## config.mk

```make
export PLATFORM = sky130hd
export DESIGN_NAME = mem_port_arbiter_flat
export DESIGN_NICKNAME = d
export VERILOG_FILES = /design/src/rtl/mem_port_arbiter_if.sv /design/src/rtl/mem_port_arbiter.sv /design/src/flat_wrapper.sv
export SDC_FILE = /design/constraint.sdc
export NUM_CORES = 1
export LEC_CHECK = 0
export BUFFER_PORTS_ARGS = -buffer_cell sky130_fd_sc_hd__buf_2
export CAP_MARGIN = 20
export CORE_AREA = 2 2 148 150
export DETAILED_ROUTE_END_ITERATION = 12
export DIE_AREA = 0 0 150 152
export GPL_TIMING_DRIVEN = 0
export PLACE_DENSITY_LB_ADDON = 0.15
export SYNTH_ARGS = -nofsm -noshare
export SYNTH_HDL_FRONTEND = slang
export SYNTH_SLANG_ARGS = --single-unit
```

## constraint.sdc

```tcl
create_clock -name clk -period 5.2 [get_ports clk]
set_clock_uncertainty 0.05 [all_clocks]
set_input_delay 0 -clock clk [delete_from_list [all_inputs] [get_ports clk]]
set_output_delay 0 -clock clk [all_outputs]
set_load 0.03 [all_outputs]
```

## src/rtl/mem_port_arbiter_if.sv

```systemverilog
// Bus bundle between the pipeline requesters (IF and MEM stage), the unified
// memory and the port arbiter. The slave view belongs to the arbiter. The
// master view belongs to the pipeline-plus-memory side that drives requests
// and read data.
interface mem_port_arbiter_if #(
    parameter int ADDR_W = 32,
    parameter int DATA_W = 32
);
    // Fetch side
    logic              if_req;
    logic [ADDR_W-1:0] if_addr;
    logic              if_cancel;
    logic [DATA_W-1:0] if_rdata;
    logic              if_ready;
    logic              if_stall;
    // Data side
    logic              d_req;
    logic              d_we;
    logic [ADDR_W-1:0] d_addr;
    logic [DATA_W-1:0] d_wdata;
    logic [DATA_W-1:0] d_rdata;
    logic              d_ready;
    logic              d_stall;
    // Memory side
    logic              mem_valid;
    logic              mem_we;
    logic [ADDR_W-1:0] mem_addr;
    logic [DATA_W-1:0] mem_wdata;
    logic [DATA_W-1:0] mem_rdata;

    modport slave (
        input  if_req, if_addr, if_cancel, d_req, d_we, d_addr, d_wdata, mem_rdata,
        output if_rdata, if_ready, if_stall, d_rdata, d_ready, d_stall,
               mem_valid, mem_we, mem_addr, mem_wdata
    );

    modport master (
        output if_req, if_addr, if_cancel, d_req, d_we, d_addr, d_wdata, mem_rdata,
        input  if_rdata, if_ready, if_stall, d_rdata, d_ready, d_stall,
               mem_valid, mem_we, mem_addr, mem_wdata
    );
endinterface

```

## src/rtl/mem_port_arbiter.sv

```systemverilog
// Single-port memory arbiter for the fetch and data sides of the pipeline.
// The data side wins ties because it belongs to the older instruction. Each
// access holds mem_valid for MEM_LATENCY cycles. A one-cycle DONE state
// follows, in which the ready pulse lets the pipeline advance and drop its
// request before the next grant. A squashed fetch still runs its full memory
// transaction, but it ends silently and goes straight back to IDLE.
module mem_port_arbiter #(
    parameter int MEM_LATENCY = 2,
    parameter int ADDR_W      = 32,
    parameter int DATA_W      = 32
) (
    input  logic                clk,
    input  logic                reset,
    mem_port_arbiter_if.slave   bus
);

    localparam int CNT_W = (MEM_LATENCY > 1) ? $clog2(MEM_LATENCY) : 1;
    localparam logic [CNT_W-1:0] LAT_M1 = CNT_W'(MEM_LATENCY - 1);

    typedef enum logic [1:0] {IDLE, BUSY_I, BUSY_D, DONE} state_t;

    state_t            state_q, state_d;
    logic [CNT_W-1:0]  cnt_q, cnt_d;
    logic              drop_q, drop_d;
    logic              grant_d, grant_i, cap_i, cap_d;
    logic              side_d_q;      // 1 when the current/last access is the data side
    logic              acc_we_q;
    logic [ADDR_W-1:0] acc_addr_q;
    logic [DATA_W-1:0] acc_wdata_q;
    logic [DATA_W-1:0] if_rdata_q, d_rdata_q;

    // State register
    always_ff @(posedge clk or posedge reset) begin
        if (reset) state_q <= IDLE;
        else       state_q <= state_d;
    end

    // Next state, grant decision, beat counting and capture strobes
    always_comb begin
        state_d = state_q;
        cnt_d   = cnt_q;
        drop_d  = drop_q;
        grant_d = 1'b0;
        grant_i = 1'b0;
        cap_i   = 1'b0;
        cap_d   = 1'b0;
        case (state_q)
            IDLE: begin
                if (bus.d_req) begin
                    grant_d = 1'b1;
                    cnt_d   = LAT_M1;
                    state_d = BUSY_D;
                end else if (bus.if_req && !bus.if_cancel) begin
                    grant_i = 1'b1;
                    cnt_d   = LAT_M1;
                    drop_d  = 1'b0;
                    state_d = BUSY_I;
                end
            end
            BUSY_I: begin
                if (bus.if_cancel) drop_d = 1'b1;
                if (cnt_q == '0) begin
                    // A squash in the final beat still suppresses the result
                    if (drop_q || bus.if_cancel) begin
                        state_d = IDLE;
                    end else begin
                        cap_i   = 1'b1;
                        state_d = DONE;
                    end
                end else begin
                    cnt_d = cnt_q - 1'b1;
                end
            end
            BUSY_D: begin
                if (cnt_q == '0) begin
                    cap_d   = !acc_we_q;
                    state_d = DONE;
                end else begin
                    cnt_d = cnt_q - 1'b1;
                end
            end
            DONE:    state_d = IDLE;
            default: state_d = IDLE;
        endcase
    end

    // Access latches, counter, squash flag and returned-data holding registers
    always_ff @(posedge clk or posedge reset) begin
        if (reset) begin
            cnt_q       <= '0;
            drop_q      <= 1'b0;
            side_d_q    <= 1'b0;
            acc_we_q    <= 1'b0;
            acc_addr_q  <= '0;
            acc_wdata_q <= '0;
            if_rdata_q  <= '0;
            d_rdata_q   <= '0;
        end else begin
            cnt_q  <= cnt_d;
            drop_q <= drop_d;
            if (grant_d) begin
                side_d_q    <= 1'b1;
                acc_we_q    <= bus.d_we;
                acc_addr_q  <= bus.d_addr;
                acc_wdata_q <= bus.d_wdata;
            end else if (grant_i) begin
                side_d_q    <= 1'b0;
                acc_we_q    <= 1'b0;
                acc_addr_q  <= bus.if_addr;
            end
            if (cap_i) if_rdata_q <= bus.mem_rdata;
            if (cap_d) d_rdata_q  <= bus.mem_rdata;
        end
    end

    // Memory drive comes straight from state and latches, so reset kills it at once
    assign bus.mem_valid = (state_q == BUSY_I) || (state_q == BUSY_D);
    assign bus.mem_we    = (state_q == BUSY_D) && acc_we_q;
    assign bus.mem_addr  = acc_addr_q;
    assign bus.mem_wdata = acc_wdata_q;

    assign bus.if_ready  = (state_q == DONE) && !side_d_q;
    assign bus.d_ready   = (state_q == DONE) &&  side_d_q;
    assign bus.if_rdata  = if_rdata_q;
    assign bus.d_rdata   = d_rdata_q;
    assign bus.if_stall  = bus.if_req && !bus.if_ready;
    assign bus.d_stall   = bus.d_req  && !bus.d_ready;

endmodule

```

## src/flat_wrapper.sv

```systemverilog
// flat-port wrapper written by rule: the top's interface ports become plain ports
module mem_port_arbiter_flat 
#(
    parameter int MEM_LATENCY = 2,
    parameter int ADDR_W      = 32,
    parameter int DATA_W      = 32
)
  (clk, reset, bus_if_req, bus_if_addr, bus_if_cancel, bus_d_req, bus_d_we, bus_d_addr, bus_d_wdata, bus_mem_rdata, bus_if_rdata, bus_if_ready, bus_if_stall, bus_d_rdata, bus_d_ready, bus_d_stall, bus_mem_valid, bus_mem_we, bus_mem_addr, bus_mem_wdata);
  mem_port_arbiter_if #(.ADDR_W(ADDR_W), .DATA_W(DATA_W)) bus_i ();
  input  logic clk;
  input  logic reset;
  input wire logic [$bits(bus_i.if_req)-1:0] bus_if_req;
  input wire logic [$bits(bus_i.if_addr)-1:0] bus_if_addr;
  input wire logic [$bits(bus_i.if_cancel)-1:0] bus_if_cancel;
  input wire logic [$bits(bus_i.d_req)-1:0] bus_d_req;
  input wire logic [$bits(bus_i.d_we)-1:0] bus_d_we;
  input wire logic [$bits(bus_i.d_addr)-1:0] bus_d_addr;
  input wire logic [$bits(bus_i.d_wdata)-1:0] bus_d_wdata;
  input wire logic [$bits(bus_i.mem_rdata)-1:0] bus_mem_rdata;
  output wire logic [$bits(bus_i.if_rdata)-1:0] bus_if_rdata;
  output wire logic [$bits(bus_i.if_ready)-1:0] bus_if_ready;
  output wire logic [$bits(bus_i.if_stall)-1:0] bus_if_stall;
  output wire logic [$bits(bus_i.d_rdata)-1:0] bus_d_rdata;
  output wire logic [$bits(bus_i.d_ready)-1:0] bus_d_ready;
  output wire logic [$bits(bus_i.d_stall)-1:0] bus_d_stall;
  output wire logic [$bits(bus_i.mem_valid)-1:0] bus_mem_valid;
  output wire logic [$bits(bus_i.mem_we)-1:0] bus_mem_we;
  output wire logic [$bits(bus_i.mem_addr)-1:0] bus_mem_addr;
  output wire logic [$bits(bus_i.mem_wdata)-1:0] bus_mem_wdata;
  assign bus_i.if_req = bus_if_req;
  assign bus_i.if_addr = bus_if_addr;
  assign bus_i.if_cancel = bus_if_cancel;
  assign bus_i.d_req = bus_d_req;
  assign bus_i.d_we = bus_d_we;
  assign bus_i.d_addr = bus_d_addr;
  assign bus_i.d_wdata = bus_d_wdata;
  assign bus_i.mem_rdata = bus_mem_rdata;
  assign bus_if_rdata = bus_i.if_rdata;
  assign bus_if_ready = bus_i.if_ready;
  assign bus_if_stall = bus_i.if_stall;
  assign bus_d_rdata = bus_i.d_rdata;
  assign bus_d_ready = bus_i.d_ready;
  assign bus_d_stall = bus_i.d_stall;
  assign bus_mem_valid = bus_i.mem_valid;
  assign bus_mem_we = bus_i.mem_we;
  assign bus_mem_addr = bus_i.mem_addr;
  assign bus_mem_wdata = bus_i.mem_wdata;
  mem_port_arbiter #(.MEM_LATENCY(MEM_LATENCY), .ADDR_W(ADDR_W), .DATA_W(DATA_W)) u_core (.clk(clk), .reset(reset), .bus(bus_i));
endmodule
```

**Word-level counts from Yosys, hierarchy flattened**

Cells that the tools add are included.

- Flip-flop bits (word level): 134
- Input port bits: 134
- Output and inout bits: 134

- Add/sub/neg operators: 1
- Equality and inequality tests: 9
- Muxes and demuxes: 29
- Reductions and logical operators: 21

Operators by type and width:

| cell | count |
|---|---|
| $mux 32 | 2 |
| $mux 1 | 19 |
| $mux 2 | 5 |
| $ne 2x2->1 const B | 4 |
| $pmux 2 s4 | 1 |
| $logic_and 1x1->1 | 6 |
| $reduce_bool 2->1 | 3 |
| $logic_not 1->1 | 5 |
| $eq 2x2->1 const B | 2 |
| $pmux 1 s2 | 2 |
| $reduce_and 4->1 | 1 |
| $ne 3x2->1 const B | 1 |
| $reduce_and 3->1 | 1 |
| $eq 2x1->1 const B | 1 |
| $logic_not 2->1 | 1 |
| $logic_or 1x1->1 | 2 |
| $ne 2x1->1 const B | 1 |
| $reduce_and 2->1 | 1 |
| $reduce_or 2->1 | 1 |
| $sub 1x1->1 const B | 1 |

**Depth between registers and ports, before layout**

Gate-level depths: netlist of the first run.

- Depth after elaboration: 7
- Mapped depth: 7

**Least setup slack after synthesis of the first run**

Ideal clock, no wire load.

- Kind: reg-to-reg
- Start point: reg u_core.state_q[0]
- End point: reg u_core.acc_addr_q[10], in the netlist u_core.bus.mem_addr[10]
- Library setup time: 0.125 ns
- Data arrival time: 1.689 ns
- Slack: 3.336 ns
- Stages on the path, launching flop included: 8
- Buffers on the path: 2
- Clock period less this slack: 1.864 ns
- Cells stage by stage: dfrtp_1 inv_1 ha_1 buf_6 nand2_8 buf_4 mux2_2 mux2_4

- Cells in the longest elaborated chain, start to end: 3
- Elaborated cells on any way between the ends: 5

Ends and longest elaborated chain:

| element | line | RTL |
|---|---|---|
| from (decl) | mem_port_arbiter.sv:22 | `state_t state_q, state_d;` |
| from (signal assigned) | mem_port_arbiter.sv:35 | `else state_q <= state_d;` |
| $logic_not 2->1 (*) | mem_port_arbiter.sv:47 | `case (state_q)` |
| $mux 1 | mem_port_arbiter.sv:47 |  |
| $mux 32 or $reduce_bool 2->1 (tied branches) | n/a |  |
| to (signal assigned) | mem_port_arbiter.sv:104 | `acc_addr_q <= bus.d_addr;` |
| to (signal assigned) | mem_port_arbiter.sv:109 | `acc_addr_q <= bus.if_addr;` |
| to (decl) | mem_port_arbiter.sv:28 | `logic [ADDR_W-1:0] acc_addr_q;` |

Mark *: on every way between the ends. The rest lies on a longest branch, timed or not.
A chain may end at the register's enable or synchronous reset.

**Worst setup path after layout of the first run**

- Start point: reg u_core.state_q[0]
- End point: reg u_core.acc_addr_q[16], in the netlist u_core.bus.mem_addr[16]

Same word-level chain as after synthesis.

==> metrics, run 1 <==
simple logic cell fraction of the synthesized area=2.456%; Worst Path Max Fanout=10; DRC=0; Hold Crit Start=bus_if_req; status=complete, no violations; EDFF count, synth=0; Post-Syn Area=0.005808 mm2; die area=0.02280 mm2; CTS root buf=clkbuf_16; DP Area=0.007522 mm2; Slew Viols, Final=0; ys async rst share=100.0%; CP startpoint=u_core.state_q[0]; # setup viols final=0; htree depth=4; I/O Buffers=266; share of layout cells above drive strength 1=60.58%; Final Cell Area=0.009413 mm2; WL/cell=14.27 um; final RePlAce weighted congestion=0.7575; period utilization=50.50%; final wirelength=15270 um; Post-Synth XOR/XNOR Area=0%; pin count of the biggest net entering global routing=81; cells after synthesis=357; Worst-Skew Late Latency=410 ps; Setup crit end kind=flop; FF-to-FF Start=u_core.state_q[0]; initial core utilization=27.20%; Crit Path Class=flop to flop; All-Layer GR Usage=13.76%; critical path launch point type=flop; Clk pin slew, worst setup/hold paths=60 ps; ANT nets after route=0; Hold/Removal Path Class=input port to flop; min Tclk post-route=2626 ps; Most used DFF post-synth=dfrtp_1; overall power=6.062 mW; Max Cap Viol=0; area grow syn2layout=62.06%; grt total ovfl=0; TritonCTS clock tree=yes; fin util=44.09%; Distinct cells, synth=32; placed cell count=904; first-pass GRT wire length=24760 um; leakage=4.495 nW; post-synthesis mux area share=33.07%; non-filler cells, final=1070; Die W=150 um; DRT Pass-1 Iters=4; synth warn=0; TNS Setup=0 ps; Nets=916; Reg2Reg Setup Slack=2570 ps; # IOs=268; compound-cell area share of the yosys netlist=1.680%; hold path cells=4; Worst Hold Endpoint=u_core.side_d_q; pwr dens=644.0 mW/mm2; via count=4395; sequential-to-total area share from yosys stat=57.73%; Die Span Y=152 um; worst reg2reg path endpoint=u_core.bus.mem_addr[16]; Post-CTS Setup Inserts=0; initial antenna violation count=1; Final Hold Fails=0; relative slew slack=64.62%; average cell area after synthesis=16.27 um2; Core Box Area=0.02135 mm2; WP data arrival=2870 ps; cts bufs inserted=17; WP data required=5450 ps; Max Clock Freq=0.3808 GHz; Worst IR Drop VDD=0.0002249 V; DP HPWL=10620 um; Mapped Nets=497; Clock Tree Buf Depth=2; CTS Sinks=134; main combinational cell family by area after synthesis=multiplexers; post-synthesis adder-cell area fraction=1.293%; RSZ-0062 raised after global routing=false; Worst Max-Slew Pin Slew=530.8 ps; #FFs+latches synth=134; DR iter-0 viols=114; via count of the first global-routing pass=4970; Avg Vias per Cell=4.107; Worst Reg-to-Reg Cells=8; FP Rows=54
## sequential cells by signal (all words and copies together) (netlist names)
register	cells
u_core.state_q	2
u_core.drop_q	1
u_core.bus.d_rdata	32
u_core.bus.if_rdata	32
u_core.cnt_q	1
u_core.bus.mem_addr	32
u_core.bus.mem_wdata	32
u_core.side_d_q	1
u_core.acc_we_q	1
## area by class of cell
| class | count | area, um2 |
|---|---|---|
| clock inverter | 13 | 123.9 |
| sequential | 134 | 3353 |
| buffer | 19 | 200.2 |
| clock buffer | 19 | 432.9 |
| timing repair buffer | 400 | 2690 |
| inverter | 5 | 23.77 |
| tap | 280 | 350.3 |
| multi-input combinational | 199 | 2236 |
| fill | 1978 | 11940 |
| antenna | 1 | 2.502 |
## kinds of logic (layout without fill, tap and decap cells)
| kind of cell | count (synthesis) | count (layout) |
|---|---|---|
| other cells | 0 | 1 |
| simple gates | 18 | 18 |
| flops | 134 | 134 |
| mux | 161 | 161 |
| buf+inv | 24 | 456 |
| compound gates | 14 | 14 |
| fa+ha+maj | 6 | 6 |
## worst max-delay path, cell delays in order (launching register included)
cell	delay, ps
dfrtp_1	470
inv_1	130
ha_1	220
buf_6	150
nand2_8	100
buf_4	200
mux2_2	360
dlygate4sd3_1	560
mux2_4	260
## layout by cell type (no fill, tap or decap), types with 2 or more instances in the layout
cell type and instances:
mux2_1 4, buf_6 8, dfrtp_1 134, nand2_1 2
clkbuf_16 17, and2_1 2, mux2_2 127, inv_6 5
mux2_4 29, clkbuf_1 2, o21ai_0 3, ha_1 6
inv_1 4, o21bai_1 2, buf_12 3, nor2b_1 5
clkinvlp_4 6, dlygate4sd3_1 133, a221oi_1 2, buf_4 4
buf_2 270, a21oi_1 2
## how the worst max path moves through the flow
stage / to / slack (ps) / depth (start not counted)
after global routing: u_core.bus.mem_addr[16] / 2420 / 8
after global placement: u_core.bus.d_rdata[23] / -5 / 2
after detailed placement: u_core.bus.mem_wdata[2] / 3080 / 7
final: u_core.bus.mem_addr[16] / 2570 / 8
after floorplan: u_core.acc_we_q / 1570 / 1
after CTS: u_core.bus.mem_addr[7] / 2560 / 8
## timing repair
item	in CTS	in global routing
hold buffers	133	0
endpoints found under the hold margin	186	0
resized for setup	0	0
## stage by stage
step                hold WS, ps  worst slack [ps]
floorplan                 84.70              1567
global placement          180.7            -5.203
detailed placement        40.42              3081
CTS                       45.24              2563
global route              67.14              2419
finish                    61.19              2574
## Yosys cell counts, drive strengths merged, types with 2 or more instances
master  count  area, um2
buf        19      200.2
and2        3      20.02
nand2       3      27.53
a21oi       2      10.01
ha          6      75.07
dfrtp     134       3353
inv         5      18.77
a221oi      2      17.52
mux2      160       1911
o21bai      2      15.01
nor2b       6      40.04
o21ai       3      15.01
## power by group
| group | total [mW] | internal, mW | switching (mW) |
|---|---|---|---|
| logic | 3.07 | 1.29 | 1.78 |
| clock network | 1.13 | 0.663 | 0.470 |
| registers | 1.86 | 1.58 | 0.278 |
## routing by layer
metal | global-route usage (%) | vias up | part of all wire, %
met5 | 0 | - | 0
met4 | 4.537 | 0 | 1.3
met3 | 4.324 | 12 | 6.3
met2 | 24.66 | 148 | 53
met1 | 15.33 | 2128 | 40
li1 | - | 2107 | -
(Power assumes the default switching activity.)
==> run 2, diff against run 1 <==
--- a/config.mk
+++ b/config.mk
@@ -5,11 +5,12 @@
 export SDC_FILE = /design/constraint.sdc
 export NUM_CORES = 1
 export LEC_CHECK = 0
+export ABC_AREA = 1
 export BUFFER_PORTS_ARGS = -buffer_cell sky130_fd_sc_hd__buf_2
 export CAP_MARGIN = 20
-export CORE_AREA = 2 2 148 150
+export CORE_AREA = 2 2 146 148
 export DETAILED_ROUTE_END_ITERATION = 12
-export DIE_AREA = 0 0 150 152
+export DIE_AREA = 0 0 148 150
 export GPL_TIMING_DRIVEN = 0
 export PLACE_DENSITY_LB_ADDON = 0.15
 export SYNTH_ARGS = -nofsm -noshare
==> constraint.sdc (replaced) <==
create_clock -name clk -period 2.4 [get_ports clk]
set_clock_uncertainty 0.05 [all_clocks]
set_input_delay 0 -clock clk [delete_from_list [all_inputs] [get_ports clk]]
set_output_delay 0 -clock clk [all_outputs]
set_load 0.03 [all_outputs]
==> run 2 against run 1 <==
  * Critical path depth unchanged
  * Global-route usage up 3.1 points
  * Largest cell class unchanged
  * Wire length up 22%
==> metrics, run 2 <==
Nets=1241; worst reg2reg path endpoint=u_core.bus.mem_addr[8]; grt peak-use layer=met2; area grow syn2layout=65.39%; die area=0.02220 mm2; DRT Pass-1 Iters=4; Comb pwr share=47.9%; leakage=5.199 nW; cts bufs inserted=17; cell taking the most area after synthesis=dfrtp_1; Max Cap Viol=0; non-filler cells, final=1389; Avg Vias per Cell=4.148; pre-CTS setup slack=519.7 ps; ANT nets after route=0; synth warn=0; critical path launch point type=flop; internal power=6.894 mW; Mapped Nets=820; Slew Viols, Final=0; period utilization=91.72%; Reg2Reg Setup Slack=200 ps; grt total ovfl=0; share of layout cells above drive strength 1=30.25%; overall power=12.74 mW; Post-Syn Area=0.005658 mm2; Worst-Skew Late Latency=410 ps; Die Span Y=150 um; hold path cells=6; sw frac=45.89%; via count of the first global-routing pass=5940; Reg power frac=30.6%; CP startpoint=u_core.state_q[1]; hold_ws=40.02 ps; relative slew slack=47.44%; Final Hold Fails=0; final RePlAce weighted congestion=0.7804; ys async rst share=100.0%; WL/cell=13.42 um; TNS Setup=0 ps; via count=5761; Distinct cells, synth=17; min Tclk post-route=2201 ps; # setup viols final=0; CTS root buf=clkbuf_16; RSZ-0062 raised after global routing=false; Synth top area share=59.27%; CTS Sinks=134; Max Clock Freq=0.4543 GHz; Post-CTS Setup Inserts=0; commonest non-fill, non-tap cells in the layout=nand2_1, buf_2, dlygate4sd3_1, dfrtp_1, inv_1; average cell area after synthesis=8.320 um2; EDFF count, synth=0; WP data arrival=2440 ps; DR iter-0 viols=218; I/O Buffers=267; Clk pin slew, worst setup/hold paths=60 ps; All-Layer GR Usage=16.89%; Worst Path Max Fanout=10; DP HPWL=12850 um; fin util=45.23%; WP data required=2640 ps; Core Box Area=0.02069 mm2; DRC=0; DP Area=0.007402 mm2; FP Rows=53; met3 GRT Util=3.994%; # IOs=268; Final Cell Area=0.009358 mm2; Worst IR Drop VDD=0.0005932 V; Most used DFF post-synth=dfrtp_1; pin count of the biggest net entering global routing=39; clock network fraction of design power=21.5%; Crit Path Class=flop to flop; initial core utilization=27.35%; TritonCTS clock tree=yes; status=complete, no violations; placed cell count=1225; antenna cell count=0; met2 GRT Util=28.54%; top post-synthesis cells by count=nand2_1, dfrtp_1, inv_1; Clock Tree Buf Depth=2; cells after synthesis=680; initial antenna violation count=0; #FFs+latches synth=134; Synth area leaders=dfrtp_1, nand2_1, o21ai_0; Worst Reg-to-Reg Cells=8; Hold/Removal Path Class=input port to flop; Die W=148 um; pwr dens=1362 mW/mm2; htree depth=4; met1 Use GR=20.92%; commonest non-fill, non-tap cell in the layout=nand2_1; setup slack after layout=198.7 ps; Worst setup endpoint=u_core.bus.mem_addr[8]; final wirelength=18650 um; Setup crit end kind=flop; FF-to-FF Start=u_core.state_q[1]; first-pass GRT wire length=29620 um; Psw=5.848 mW; sequential-to-total area share from yosys stat=59.27%; most frequent cell after synthesis=nand2_1; Worst Max-Slew Pin Slew=786.8 ps
[run 2: cell count changes after synthesis, moves of 4 or more]
| cell | delta |
|---|---|
| buf_2 | +10 |
| buf_6 | -6 |
| clkbuf_1 | +12 |
| inv_1 | +77 |
| mux2_1 | -4 |
| mux2_2 | -127 |
| mux2_4 | -29 |
| nand2_1 | +307 |
| nor2_1 | +6 |
| nor2b_1 | -5 |
| o21ai_0 | +76 |
| o21ai_1 | +21 |
[run 2: kinds of logic after synthesis]
| logic type | Yosys count | synth area share [%] |
|---|---|---|
| adders and majority gates | 6 | 1.327 |
| DFF | 134 | 59.27 |
| and+or+nand+nor | 322 | 21.74 |
| buffers and inverters | 117 | 8.669 |
| AOI/OAI and AO/OA | 101 | 9.000 |
[run 2: per-layer routing]
layer / routed length, um / up-vias / share of wire, %
li1: - / 2912 / -
met1: 8267 / 2648 / 44
met2: 8903 / 174 / 48
met3: 1052 / 27 / 5.6
met4: 425 / 0 / 2.3
met5: 0 / - / 0
[run 2: worst max-delay path, stage by stage (launching register included)]
cell and delay (ps):
dfrtp_2 450, inv_1 110, ha_2 210, nand2_2 110, o21ai_1 120, buf_4 190, clkbuf_4 220, o21ai_1 70
dlygate4sd3_1 550
[run 2: cell type report]
class	instances	area (um2)
Buffer	33	185.2
Clock buffer	17	425.4
Clock inverter	15	193.9
Fill cell	2103	11330
Inverter	84	319.1
Multi-Input combinational cell	429	1817
Sequential cell	134	3356
Tap cell	275	344.1
Timing Repair Buffer	402	2718
[run 2: power groups by stage]
| stage | combinational, mW | clock (mW) | sequential [mW] |
|---|---|---|---|
| floorplan | 1.90 | 0 | 5.92 |
| global placement | 5.84 | 0 | 3.91 |
| detailed placement | 5.86 | 0 | 3.91 |
| CTS | 6.15 | 2.82 | 3.90 |
| global route | 6.69 | 2.93 | 4.04 |
| finish | 6.10 | 2.74 | 3.90 |
[run 2: worst min-delay path by stage]
stage | startpoint | to | slack [ps]
floorplan | bus_d_wdata[0] | u_core.bus.mem_wdata[0] | 60
global placement | bus_d_wdata[5] | u_core.bus.mem_wdata[5] | 150
detailed placement | reset | u_core.bus.mem_wdata[9] | 140
CTS | bus_d_req | u_core.cnt_q | 20
global route | bus_d_req | u_core.cnt_q | 70
finish | bus_d_req | u_core.cnt_q | 40
[run 2: what timing repair did]
action                                  CTS  global route
gates resized for setup                   0            12
hold endpoints to repair                163             0
endpoints found under the setup margin    0            19
hold buffers                            132             0
